### src/rtl/rf_wr_port_arbiter.sv
// Register-file write-port arbiter.
// Shares one RF write port between the in-order writeback stage and a
// long-latency result source. Late results wait in a small FIFO; the pipe
// normally wins, but a non-empty FIFO is force-granted after STARVE_MAX lost
// cycles or when full. query_hit tells decode a register still has a late
// write pending.
// Ports:
//   clk, rst_n                       clock, async active-low reset
//   pipe_wr_en_i/pipe_rd_i/pipe_data_i   WB write request
//   pipe_stall_o                     WB lost this cycle, hold inputs (comb)
//   mc_valid_i/mc_rd_i/mc_data_i     late result push
//   mc_ready_o                       FIFO has room (from registered count)
//   query_rd_i/query_hit_o           pending-write lookup (comb)
//   rf_wr_en_o/rf_rd_o/rf_wr_data_o  registered RF write port
module rf_wr_port_arbiter #(
  parameter int unsigned XLEN       = 32,
  parameter int unsigned REG_AW     = 5,
  parameter int unsigned FIFO_DEPTH = 4,
  parameter int unsigned STARVE_MAX = 4
) (
  input  logic              clk,
  input  logic              rst_n,
  input  logic              pipe_wr_en_i,
  input  logic [REG_AW-1:0] pipe_rd_i,
  input  logic [XLEN-1:0]   pipe_data_i,
  output logic              pipe_stall_o,
  input  logic              mc_valid_i,
  input  logic [REG_AW-1:0] mc_rd_i,
  input  logic [XLEN-1:0]   mc_data_i,
  output logic              mc_ready_o,
  input  logic [REG_AW-1:0] query_rd_i,
  output logic              query_hit_o,
  output logic              rf_wr_en_o,
  output logic [REG_AW-1:0] rf_rd_o,
  output logic [XLEN-1:0]   rf_wr_data_o
);

  localparam int unsigned PTR_W = $clog2(FIFO_DEPTH);
  localparam int unsigned CNT_W = $clog2(FIFO_DEPTH + 1);
  localparam int unsigned STV_W = $clog2(STARVE_MAX + 1);

  // FIFO storage; contents only meaningful where valid_q is set
  logic [REG_AW-1:0]     ent_rd_q   [FIFO_DEPTH];
  logic [XLEN-1:0]       ent_data_q [FIFO_DEPTH];
  logic [FIFO_DEPTH-1:0] valid_q, valid_d;
  logic [PTR_W-1:0]      wr_ptr_q, wr_ptr_d, rd_ptr_q, rd_ptr_d;
  logic [CNT_W-1:0]      count_q, count_d;
  logic [STV_W-1:0]      starve_q, starve_d;

  logic              rf_wr_en_q, rf_wr_en_d;
  logic [REG_AW-1:0] rf_rd_q, rf_rd_d;
  logic [XLEN-1:0]   rf_wr_data_q, rf_wr_data_d;

  logic pipe_req, fifo_nonempty, fifo_full, force_grant;
  logic fifo_grant, pipe_grant, push;

  // Arbitration and handshake
  always_comb begin
    fifo_nonempty = (count_q != '0);
    fifo_full     = (count_q == CNT_W'(FIFO_DEPTH));
    pipe_req      = pipe_wr_en_i && (pipe_rd_i != '0);
    force_grant   = fifo_nonempty && ((starve_q >= STV_W'(STARVE_MAX)) || fifo_full);
    fifo_grant    = fifo_nonempty && (force_grant || !pipe_req);
    pipe_grant    = pipe_req && !fifo_grant;
    pipe_stall_o  = pipe_req && fifo_grant;
    mc_ready_o    = !fifo_full;
    // x0 results complete the handshake but are never stored
    push          = mc_valid_i && mc_ready_o && (mc_rd_i != '0);
  end

  // Pending-write lookup; the entry being popped still counts
  always_comb begin
    query_hit_o = 1'b0;
    for (int i = 0; i < int'(FIFO_DEPTH); i++) begin
      if (valid_q[i] && (ent_rd_q[i] == query_rd_i)) query_hit_o = 1'b1;
    end
    if (query_rd_i == '0) query_hit_o = 1'b0;
  end

  // Next-state for FIFO bookkeeping, starvation counter and RF port
  always_comb begin
    valid_d      = valid_q;
    wr_ptr_d     = wr_ptr_q;
    rd_ptr_d     = rd_ptr_q;
    count_d      = count_q;
    starve_d     = starve_q;
    rf_wr_en_d   = 1'b0;
    rf_rd_d      = rf_rd_q;
    rf_wr_data_d = rf_wr_data_q;

    if (fifo_grant) begin
      valid_d[rd_ptr_q] = 1'b0;
      rd_ptr_d          = rd_ptr_q + PTR_W'(1);
      rf_wr_en_d        = 1'b1;
      rf_rd_d           = ent_rd_q[rd_ptr_q];
      rf_wr_data_d      = ent_data_q[rd_ptr_q];
    end else if (pipe_grant) begin
      rf_wr_en_d   = 1'b1;
      rf_rd_d      = pipe_rd_i;
      rf_wr_data_d = pipe_data_i;
    end

    // Push after pop so a simultaneous push/pop on one slot keeps it valid
    if (push) begin
      valid_d[wr_ptr_q] = 1'b1;
      wr_ptr_d          = wr_ptr_q + PTR_W'(1);
    end

    case ({push, fifo_grant})
      2'b10:   count_d = count_q + CNT_W'(1);
      2'b01:   count_d = count_q - CNT_W'(1);
      default: count_d = count_q;
    endcase

    if (!fifo_nonempty || fifo_grant) starve_d = '0;
    else if (starve_q < STV_W'(STARVE_MAX)) starve_d = starve_q + STV_W'(1);
  end

  // Control state
  always_ff @(posedge clk or negedge rst_n) begin
    if (!rst_n) begin
      valid_q      <= '0;
      wr_ptr_q     <= '0;
      rd_ptr_q     <= '0;
      count_q      <= '0;
      starve_q     <= '0;
      rf_wr_en_q   <= 1'b0;
      rf_rd_q      <= '0;
      rf_wr_data_q <= '0;
    end else begin
      valid_q      <= valid_d;
      wr_ptr_q     <= wr_ptr_d;
      rd_ptr_q     <= rd_ptr_d;
      count_q      <= count_d;
      starve_q     <= starve_d;
      rf_wr_en_q   <= rf_wr_en_d;
      rf_rd_q      <= rf_rd_d;
      rf_wr_data_q <= rf_wr_data_d;
    end
  end

  // FIFO payload, qualified by valid_q so no reset needed
  always_ff @(posedge clk) begin
    if (push) begin
      ent_rd_q[wr_ptr_q]   <= mc_rd_i;
      ent_data_q[wr_ptr_q] <= mc_data_i;
    end
  end

  assign rf_wr_en_o   = rf_wr_en_q;
  assign rf_rd_o      = rf_rd_q;
  assign rf_wr_data_o = rf_wr_data_q;

endmodule
### config.mk
export PLATFORM = sky130hd
export DESIGN_NAME = rf_wr_port_arbiter
export DESIGN_NICKNAME = d
export VERILOG_FILES = /design/src/rtl/rf_wr_port_arbiter.sv
export SDC_FILE = /design/constraint.sdc
export NUM_CORES = 1
export LEC_CHECK = 0
export CAP_MARGIN = 10
export CORE_UTILIZATION = 39
export CTS_CLUSTER_SIZE = 25
export DETAILED_ROUTE_END_ITERATION = 7
export GPL_TIMING_DRIVEN = 0
export MAX_ROUTING_LAYER = met4
export PLACE_DENSITY_LB_ADDON = 0.15
export SETUP_SLACK_MARGIN = 0.02
export SLEW_MARGIN = 20
export SYNTH_ARGS = -nofsm -noshare
export SYNTH_HDL_FRONTEND = slang
export SYNTH_SLANG_ARGS = --single-unit
### constraint.sdc
create_clock -name clk -period 3.3 [get_ports clk]
set_input_delay 0.66 -clock clk [delete_from_list [all_inputs] [get_ports clk]]
set_output_delay 0.66 -clock clk [all_outputs]
set_load 0.005 [all_outputs]
==> results of run 1 <==
[path summary, 6_finish.rpt]
path | cells past startpoint | slack [ps] | to
setup / recovery | 6 | 60 | pipe_stall_o
min in group clk | 1 | 440 | starve_q[0]
hold / removal | 1 | 30 | wr_ptr_q[1]
max in group asynchronous | 2 | 2790 | rf_wr_data_o[22]
hold reg to reg | 1 | 440 | starve_q[0]
setup reg to reg | 11 | 650 | count_q[2]
[power groups by stage]
stage | Sequential (W) | Combinational (W) | Clock (W)
5_1_grt | 0.00377 | 0.00310 | 0.00200
2_1_floorplan | 0.00371 | 0.00161 | 0
6_report | 0.00371 | 0.00283 | 0.00185
4_1_cts | 0.00371 | 0.00288 | 0.00189
3_5_place_dp | 0.00375 | 0.00284 | 0
3_3_place_gp | 0.00374 | 0.00278 | 0
[cells in the final DEF, fill, tap and decap left out, drive strengths merged, types with 2 or more instances in the layout]
cell           count
mux4              37
nand3            103
buf               17
nor3               2
o21ai              3
nor2               3
nand2             49
o21a               2
inv                8
clkbuf            40
dfrtp             52
edfxtp           148
clkinvlp           5
a32oi              4
clkinv             8
a21o               4
or4                2
clkdlybuf4s50    117
nor4               5
ha                10
mux2i              2
xor2              18
and2               7
xnor2              7
[per-layer routing]
| layer | global-route usage, % | share of wire [%] |
|---|---|---|
| met5 | - | 0 |
| met4 | 6.56 | 1.5 |
| met3 | 4.03 | 5.5 |
| met2 | 31.2 | 49 |
| met1 | 24.6 | 44 |
[sequential cells by signal, indices dropped and copies added, names as in the netlist]
| name | flops |
|---|---|
| count_q | 3 |
| ent_data_q | 128 |
| ent_rd_q | 20 |
| rd_ptr_q | 2 |
| rf_rd_o | 5 |
| rf_wr_data_o | 32 |
| rf_wr_en_o | 1 |
| starve_q | 3 |
| valid_q | 4 |
| wr_ptr_q | 2 |
[critical path: stages]
cell	delay [ps]
clkdlybuf4s50_1	470
or4_4	580
o21ai_4	200
clkbuf_8	170
nor2_1	40
clkdlybuf4s50_1	450
[cells by family after synthesis]
logic type      after synthesis  synth area share, %
xor+xnor                     25                 2.70
flops                       200                 70.9
buf+inv                      39                 2.25
mux                          39                 10.6
simple gates                173                 10.2
compound gates               15                 1.59
fa+ha+maj                    11                 1.79
[area by class of cell]
type	instances	area, sq um
well taps	270	338
repair buffers	124	1240
flip-flops and latches	200	5750
multi-input cells	263	2210
plain buffers	31	164
clock inverters	13	83.8
fillers	1756	10000
clock buffers	19	443
inverters	8	30.0
[metrics by stage]
stage | hold slack [ps] | setup WS (ps)
floorplan | 364 | 431
finish | 29.8 | 57.9
global placement | 433 | -640
global route | 5.66 | 37.0
detailed placement | 442 | -528
CTS | 9.10 | 66.2
[timing repair]
item | in CTS | in global routing
endpoints found under the hold margin | 0 | 0
resized for setup | 7 | 0
pin swaps | 1 | 1
endpoints found under the setup margin | 1 | 1
buffers inserted | 3 | 2
==> results.py, run 1 <==
metrics = {
    "sta": {
        "fmax_ghz": 0.308,
        "setup_viol": 0,
        "hold_viol_final": 0,
        "skew_ps": 5.91,
        "worst_pin_slew_ps": 888,
        "rsz0062_at_grt": "no",
        "slew_viol_final": 0,
        "max-slew-margin-rel_pct": 40.8,
        "period_minus_slack_ps": 3240,
        "period_share_pct": 98.2,
        "fin_tns_setup_ps": 0,
    },
    "place": {
        "dp_hpwl_mm": 12.4,
        "portBuffers": 118,
        "numPlacedInstances": 891,
        "placed_area_sq_um": 9660,
        "gp_congestion": 0.823,
    },
    "grt": {
        "antenna_found_initial": 0,
        "overflow": 0,
        "grt_pass1_wl_mm": 29.6,
        "first_global_vias": 5199,
        "grt_max_degree": 51,
        "grt_use_total_pct": 19.4,
    },
    "power": {
        "p_leak_nw": 3.67,
        "p_seq_share_pct": 44.2,
        "p_switching_w": 0.00259,
        "powerDensity_nw_per_um2": 817,
        "p_clk_share_pct": 22.1,
        "power.total_w": 0.00838,
        "p_int_w": 0.00579,
        "combPwrFrac_pct": 33.7,
        "swShare_pct": 30.9,
        "peakVddDrop_mv": 0.400,
    },
    "synthesis": {
        "async_flop_share_pct": 26.0,
        "synth_top_area_cell": "edfxtp_1",
        "synthFlopType": "edfxtp_1",
        "synth.top_cell.area_share_pct": 54.8,
        "ys_warn_count": 0,
        "synth_common_cells": "edfxtp_1 (148), nand3_1 (103), dfrtp_1 (52)",
        "synth.most_common_cell": "edfxtp_1",
        "synth_fp_nets": 596,
        "synth-edff-count": 148,
        "synth_seq_area_share_pct": 70.9,
        "ys_ff_latch": 200,
        "syn-cell-area_sq_um": 8110,
        "synth_top_cells_by_area": "edfxtp_1 (55%), dfrtp_1 (16%), mux4_2 (10%)",
        "syn_avg_cell_area_sq_um": 16.1,
        "yosysUniqueCellTypes": 32,
        "syn_inst": 502,
    },
    "drt": {
        "dr.pass1.iters": 4,
        "wire_per_inst_um": 20.5,
        "viasPerCell": 5.18,
        "vias": 4806,
        "drtIter0Drc": 235,
        "wirelength_mm": 19.0,
        "ant_nets": 0,
        "drc": 0,
    },
    "cts": {
        "cts_hold_buffers": 0,
        "htree_levels": 4,
        "cts-root-buf": "clkbuf_16",
        "cts.sinks": 200,
        "clkTransAtPathRegs_ps": 70,
        "clkLatencyLatePin_ps": 430,
        "cts_tree": "built",
        "clk_path_buf_depth": 2,
        "cts_inserted_buffers": 17,
    },
    "run_status": {
        "outcome": "finished clean",
    },
    "die": {
        "coreArea_sq_um": 20300,
        "fp-row-count": 52,
        "fp.dieArea_sq_um": 21400,
        "die_y_um": 146,
        "io_pins": 124,
        "fp.dieW_um": 146,
        "start_util_pct": 39.9,
    },
    "cells_and_area": {
        "nets": 739,
        "final_util_pct": 50.5,
        "area_growth_pct": 26.5,
        "fin_area_sq_um": 10300,
        "fin_cells": 928,
        "drive_gt1_share_pct": 13.8,
        "diodes": 0,
    },
    "setup_path": {
        "critPathArrivalTime_ps": 2580,
        "end_kind": "primary output",
        "worstSetupPathType": "input pin to primary output",
        "rr_startpoint": "count_q[0]",
        "cp.required_ps": 2640,
        "start_kind": "input pin",
        "worstPathMaxFanout": 2,
        "startpoint": "pipe_rd_i[0]",
    },
    "worst_hold_path": {
        "min_path_type": "input pin to async pin",
    },
    "run": {
        "max-cap-violations": 0,
    },
}
No activity file was read; power rests on OpenSTA's default activity.
==> run 2, diff against run 1 <==
--- a/config.mk
+++ b/config.mk
@@ -6,12 +6,12 @@
 export NUM_CORES = 1
 export LEC_CHECK = 0
 export CAP_MARGIN = 10
-export CORE_UTILIZATION = 39
+export CORE_UTILIZATION = 54
 export CTS_CLUSTER_SIZE = 25
 export DETAILED_ROUTE_END_ITERATION = 7
 export GPL_TIMING_DRIVEN = 0
 export MAX_ROUTING_LAYER = met4
-export PLACE_DENSITY_LB_ADDON = 0.15
+export PLACE_DENSITY = 0.83
 export SETUP_SLACK_MARGIN = 0.02
 export SLEW_MARGIN = 20
 export SYNTH_ARGS = -nofsm -noshare
==> run 2 against run 1 <==
Compared with the run above: global-route usage is 7.1 points higher; final area up 0.27%; critical path type unchanged; register-to-register slack got worse by 100 ps.
==> results.py, run 2 (synthesis results as in run 1) <==
metrics = {
    "sta": {
        "fin_ws_ps": 71.5,
        "fmax_ghz": 0.310,
        "slew_viol_final": 0,
        "rsz0062_at_grt": "no",
        "worst_pin_slew_ps": 899,
        "setup_viol": 0,
        "hold_ws_ps": 268,
        "period_minus_slack_ps": 3230,
        "period_share_pct": 97.8,
        "skew_ps": 6.18,
        "max-slew-margin-rel_pct": 40.1,
        "hold_viol_final": 0,
    },
    "drt": {
        "wire_per_inst_um": 22.2,
        "wirelength_mm": 18.8,
        "drtIter0Drc": 404,
        "dr.pass1.iters": 5,
        "drc": 0,
        "ant_nets": 0,
        "viasPerCell": 6.00,
        "vias": 5078,
    },
    "power": {
        "p_switching_w": 0.00263,
        "combPwrFrac_pct": 33.2,
        "powerDensity_nw_per_um2": 846,
        "p_clk_share_pct": 24.0,
        "p_leak_nw": 3.74,
        "swShare_pct": 30.2,
        "p_seq_share_pct": 42.8,
        "p_int_w": 0.00607,
        "peakVddDrop_mv": 0.448,
    },
    "cts": {
        "cts_tree": "built",
        "htree_levels": 4,
        "cts_hold_buffers": 0,
        "clkLatencyLatePin_ps": 430,
        "cts-root-buf": "clkbuf_16",
        "cts.sinks": 200,
        "clk_path_buf_depth": 2,
        "clkTransAtPathRegs_ps": 70,
        "cts_inserted_buffers": 17,
    },
    "setup_path": {
        "crit_chain": "clkdlybuf4s50_1 -> or4_4 -> o21ai_4 -> clkbuf_8 -> nor2_1 -> clkdlybuf4s50_1",
        "worstPathMaxFanout": 10,
        "worstSetupPathType": "input pin to primary output",
        "crit_end": "pipe_stall_o",
        "crit_path_max_incr_delay_ps": 580,
        "cp.required_ps": 2640,
        "crit_slowest_cell": "or4_4",
        "end_kind": "primary output",
        "startpoint": "pipe_rd_i[0]",
        "rr_startpoint": "count_q[0]",
        "critPathTopFamily": "buffers and inverters",
        "cp_common_cell": "clkdlybuf4s50_1",
        "start_kind": "input pin",
        "r2r_slack_ps": 550,
        "reg2reg_to": "count_q[2]",
        "path_buf_inv": 3,
        "rr_worst_depth": 11,
        "cp.depth": 6,
        "critPathArrivalTime_ps": 2570,
    },
    "die": {
        "fp.dieArea_sq_um": 15500,
        "start_util_pct": 55.6,
        "coreArea_sq_um": 14600,
        "fp-row-count": 44,
        "io_pins": 124,
        "die_y_um": 125,
        "fp.dieW_um": 125,
    },
    "cells_and_area": {
        "nets": 742,
        "fin_area_sq_um": 10300,
        "drive_gt1_share_pct": 14.4,
        "fin_cells": 846,
        "fill_cells": 867,
        "final_common_cell": "edfxtp_1",
        "multi_input_area_sq_um": 2200,
        "largest_register_ffs": 128,
        "seqCellArea_sq_um": 5750,
        "regMostFlops": "ent_data_q",
        "layout_common_cells": "edfxtp_1 (148), clkdlybuf4s50_1 (117), nand3_1 (103)",
        "area_growth_pct": 26.9,
        "final_util_pct": 70.5,
    },
    "grt": {
        "overflow": 0,
        "grt_max_degree": 53,
        "antenna_found_initial": 1,
        "grt_use_total_pct": 26.5,
        "first_global_vias": 5367,
        "grt_pass1_wl_mm": 29.3,
    },
    "run_status": {
        "outcome": "finished clean",
    },
    "place": {
        "pre_cts_slack_ps": -487,
        "numPlacedInstances": 808,
        "portBuffers": 118,
        "gp_congestion": 0.916,
        "placed_area_sq_um": 9610,
        "dp_hpwl_mm": 12.5,
    },
    "run": {
        "max-cap-violations": 0,
    },
    "worst_hold_path": {
        "min_path_type": "input pin to async pin",
    },
}
==> run 2: worst reg2reg max path: stages (launching register included) <==
cell and delay (ps):
dfrtp_1 430, nor2_1 370, mux2i_4 150, buf_4 220, a21oi_4 260, buf_6 190
ha_1 190, inv_1 60, fa_1 380, xor2_1 150, nor2_1 110, xor2_1 170
==> run 2: area by class of cell <==
cell class,count,area share [%]
clock inverters,13,1.50
flip-flops and latches,200,55.9
multi-input cells,263,21.4
diodes,1,0.0243
inverters,8,0.292
well taps,184,2.24
plain buffers,31,1.59
clock buffers,19,4.31
repair buffers,127,12.8
==> run 2: worst min path at each step <==
stage                      startpoint              end  slack (ps)  depth (start not counted)
after floorplan                 rst_n       count_q[0]         360                          0
final                           rst_n       rf_rd_o[0]         270                          1
after global placement    starve_q[0]      starve_q[0]         430                          1
after detailed placement  starve_q[0]      starve_q[0]         440                          1
after global routing            rst_n  rf_wr_data_o[0]         320                          1
after CTS                       rst_n  rf_wr_data_o[0]         300                          1
==> run 2: power groups by stage <==
stage,Clock [W],Combinational (W),Sequential (W)
after floorplan,0,0.00161,0.00371
after global placement,0,0.00267,0.00373
after detailed placement,0,0.00284,0.00376
after CTS,0.00210,0.00290,0.00372
after global routing,0.00221,0.00314,0.00378
final,0.00209,0.00289,0.00372
==> run 2: stage by stage <==
step	total power [W]	setup TNS [ps]
final	0.00870	0
after global routing	0.00913	0
after floorplan	0.00531	0
after detailed placement	0.00660	-752
after CTS	0.00872	0
after global placement	0.00640	-71300
==> run 2: what timing repair did <==
action	in CTS	in global routing
resized for setup	7	0
endpoints found under the hold margin	0	0
endpoints found under the setup margin	1	1
pin swaps	1	1
gates cloned	0	0
setup buffers	2	3
==> run 2: per-layer routing <==
layer / part of all wire (%) / wire length, um / up-vias / track usage (%)
li1: - / - / 2205 / -
met2: 52 / 9750 / 199 / 43.0
met4: 4.5 / 848 / 0 / 14.3
met1: 38 / 7210 / 2615 / 31.7
met5: 0 / 0 / - / -
met3: 5.2 / 985 / 59 / 4.81
==> run 3, diff against run 2 <==
--- a/config.mk
+++ b/config.mk
@@ -6,6 +6,7 @@
 export NUM_CORES = 1
 export LEC_CHECK = 0
 export CAP_MARGIN = 10
+export CORE_MARGIN = 2
 export CORE_UTILIZATION = 54
 export CTS_CLUSTER_SIZE = 25
 export DETAILED_ROUTE_END_ITERATION = 7
==> run 3 against run 2 <==
Compared with the run above: register-to-register slack got worse by 80 ps; hold slack improved by 16 ps; via count increased by 1.2%; clock skew increased by 3.8 ps; fmax about the same; core utilization decreased by 0.33 points; critical path depth unchanged; sequential share of layout area increased by 0.27 points; final area decreased by 0.47%; largest cell class unchanged.
==> results.py, run 3 (synthesis results as in run 1) <==
metrics = {
    "run_status": {
        "outcome": "finished clean",
    },
    "drt": {
        "wire_per_inst_um": 23.1,
        "vias": 5137,
        "dr.pass1.iters": 5,
        "viasPerCell": 6.09,
        "wirelength_mm": 19.5,
        "drtIter0Drc": 458,
        "drc": 0,
        "ant_nets": 0,
    },
    "sta": {
        "fmax_ghz": 0.310,
        "setup_viol": 0,
        "period_minus_slack_ps": 3230,
        "skew_ps": 9.93,
        "fin_ws_ps": 73.5,
        "max-slew-margin-rel_pct": 39.1,
        "rsz0062_at_grt": "no",
        "period_share_pct": 97.8,
        "worst_pin_slew_ps": 913,
        "hold_viol_final": 0,
        "slew_viol_final": 0,
    },
    "grt": {
        "grt_pass1_wl_mm": 29.3,
        "grt_max_degree": 53,
        "first_global_vias": 5412,
        "antenna_found_initial": 1,
        "grt_use_total_pct": 25.8,
        "overflow": 0,
    },
    "cts": {
        "clkLatencyLatePin_ps": 440,
        "cts_inserted_buffers": 17,
        "htree_levels": 4,
        "clkTransAtPathRegs_ps": 70,
        "cts-root-buf": "clkbuf_16",
        "cts_hold_buffers": 0,
        "clk_path_buf_depth": 2,
        "cts.sinks": 200,
        "cts_tree": "built",
    },
    "setup_path": {
        "startpoint": "pipe_rd_i[0]",
        "rr_startpoint": "count_q[0]",
        "start_kind": "input pin",
        "crit_path_max_incr_delay_ps": 580,
        "r2r_slack_ps": 470,
        "worstPathMaxFanout": 10,
        "crit_chain": "clkdlybuf4s50_1 -> or4_4 -> o21ai_4 -> clkbuf_8 -> nor2_1 -> clkdlybuf4s50_1",
        "end_kind": "primary output",
        "cp.required_ps": 2640,
        "crit_slowest_cell": "or4_4",
        "rr_worst_depth": 11,
        "worstSetupPathType": "input pin to primary output",
        "crit_end": "pipe_stall_o",
        "critPathArrivalTime_ps": 2570,
        "reg2reg_to": "count_q[2]",
        "cp_common_cell": "clkdlybuf4s50_1",
    },
    "power": {
        "peakVddDrop_mv": 0.499,
        "p_clk_share_pct": 23.2,
        "combPwrFrac_pct": 33.6,
        "swShare_pct": 31.0,
        "p_int_w": 0.00596,
        "p_seq_share_pct": 43.1,
        "powerDensity_nw_per_um2": 845,
        "p_switching_w": 0.00268,
        "p_leak_nw": 3.72,
    },
    "die": {
        "io_pins": 124,
        "die_y_um": 127,
        "fp.dieW_um": 127,
        "fp.dieArea_sq_um": 16000,
        "coreArea_sq_um": 14600,
        "start_util_pct": 55.6,
        "fp-row-count": 44,
    },
    "cells_and_area": {
        "area_growth_pct": 26.3,
        "drive_gt1_share_pct": 14.0,
        "nets": 739,
        "regMostFlops": "ent_data_q",
        "final_util_pct": 70.1,
        "largest_register_ffs": 128,
        "final_common_cell": "edfxtp_1",
        "fin_area_sq_um": 10200,
        "layout_common_cells": "edfxtp_1 (148), clkdlybuf4s50_1 (117), nand3_1 (103)",
        "fin_cells": 843,
    },
    "run": {
        "max-cap-violations": 0,
    },
    "place": {
        "gp_congestion": 0.979,
        "pre_cts_slack_ps": -455,
        "numPlacedInstances": 808,
        "portBuffers": 118,
        "placed_area_sq_um": 9620,
        "dp_hpwl_mm": 12.7,
    },
    "worst_hold_path": {
        "min_path_type": "input pin to async pin",
    },
}
==> run 3: cell count changes in the layout (fill, tap and decap cells not counted) <==
| cell | previous run | this run |
|---|---|---|
| clkbuf_8 | 2 | 1 |
| buf_12 | 2 | 1 |
| buf_16 | 2 | 3 |
| bufinv_16 | 3 | 2 |
| clkinv_2 | 2 | 4 |
| clkinv_4 | 3 | 2 |
| buf_4 | 6 | 3 |
| clkinv_1 | 3 | 2 |
| clkbuf_1 | 20 | 21 |
| inv_6 | 1 | 2 |
==> run 3: layout make-up <==
class                   count  area [sq um]
clock inverters            13           130
well taps                 184           230
diodes                      1          2.50
fillers                   905          4360
plain buffers              31           164
inverters                   8          30.0
clock buffers              19           433
flip-flops and latches    200          5750
multi-input cells         263          2200
repair buffers            124          1300
==> run 3: how the worst min path moves through the flow <==
stage	startpoint	end	slack [ps]
2_1_floorplan	rst_n	count_q[0]	360
3_3_place_gp	starve_q[0]	starve_q[0]	430
3_5_place_dp	starve_q[0]	starve_q[0]	450
4_1_cts	rst_n	rf_wr_data_o[1]	310
5_1_grt	rst_n	rf_rd_o[0]	320
6_report	rst_n	rf_rd_o[0]	280
==> run 3: worst max-delay path: cells and delay by family <==
family | cells | cell delay (ps)
AOI/OAI and AO/OA | 1 | 190
and+or+nand+nor | 2 | 640
buffers and inverters | 3 | 1080
==> run 3: timing repair <==
item,in CTS,in global routing
setup endpoints to repair,1,0
buffers inserted,2,0
resized for setup,7,0
==> run 3: power groups by stage <==
stage / registers, W / logic [W] / clock network [W]
CTS: 0.00372 / 0.00293 / 0.00202
finish: 0.00373 / 0.00291 / 0.00201
detailed placement: 0.00376 / 0.00285 / 0
floorplan: 0.00371 / 0.00161 / 0
global placement: 0.00373 / 0.00268 / 0
global route: 0.00378 / 0.00314 / 0.00213
==> run 3: metal layers <==
layer  share of wire [%]  up-vias  track usage (%)  routed length (um)
li1                    -     2198                -                   -
met1                  37     2614             30.7                7230
met2                  52      284             42.6               10100
met3                 7.8       41             5.23                1520
met4                 3.3        0             12.2                 646
met5                   0        -                -                   0
==> run 3: per-stage QoR <==
| stage | TNS (ps) | hold WS [ps] | total power, W |
|---|---|---|---|
| global route | 0 | 318 | 0.00905 |
| CTS | 0 | 309 | 0.00867 |
| finish | 0 | 285 | 0.00865 |
| global placement | -74510 | 428 | 0.00641 |
| floorplan | 0 | 364 | 0.00531 |
| detailed placement | -712 | 446 | 0.00660 |
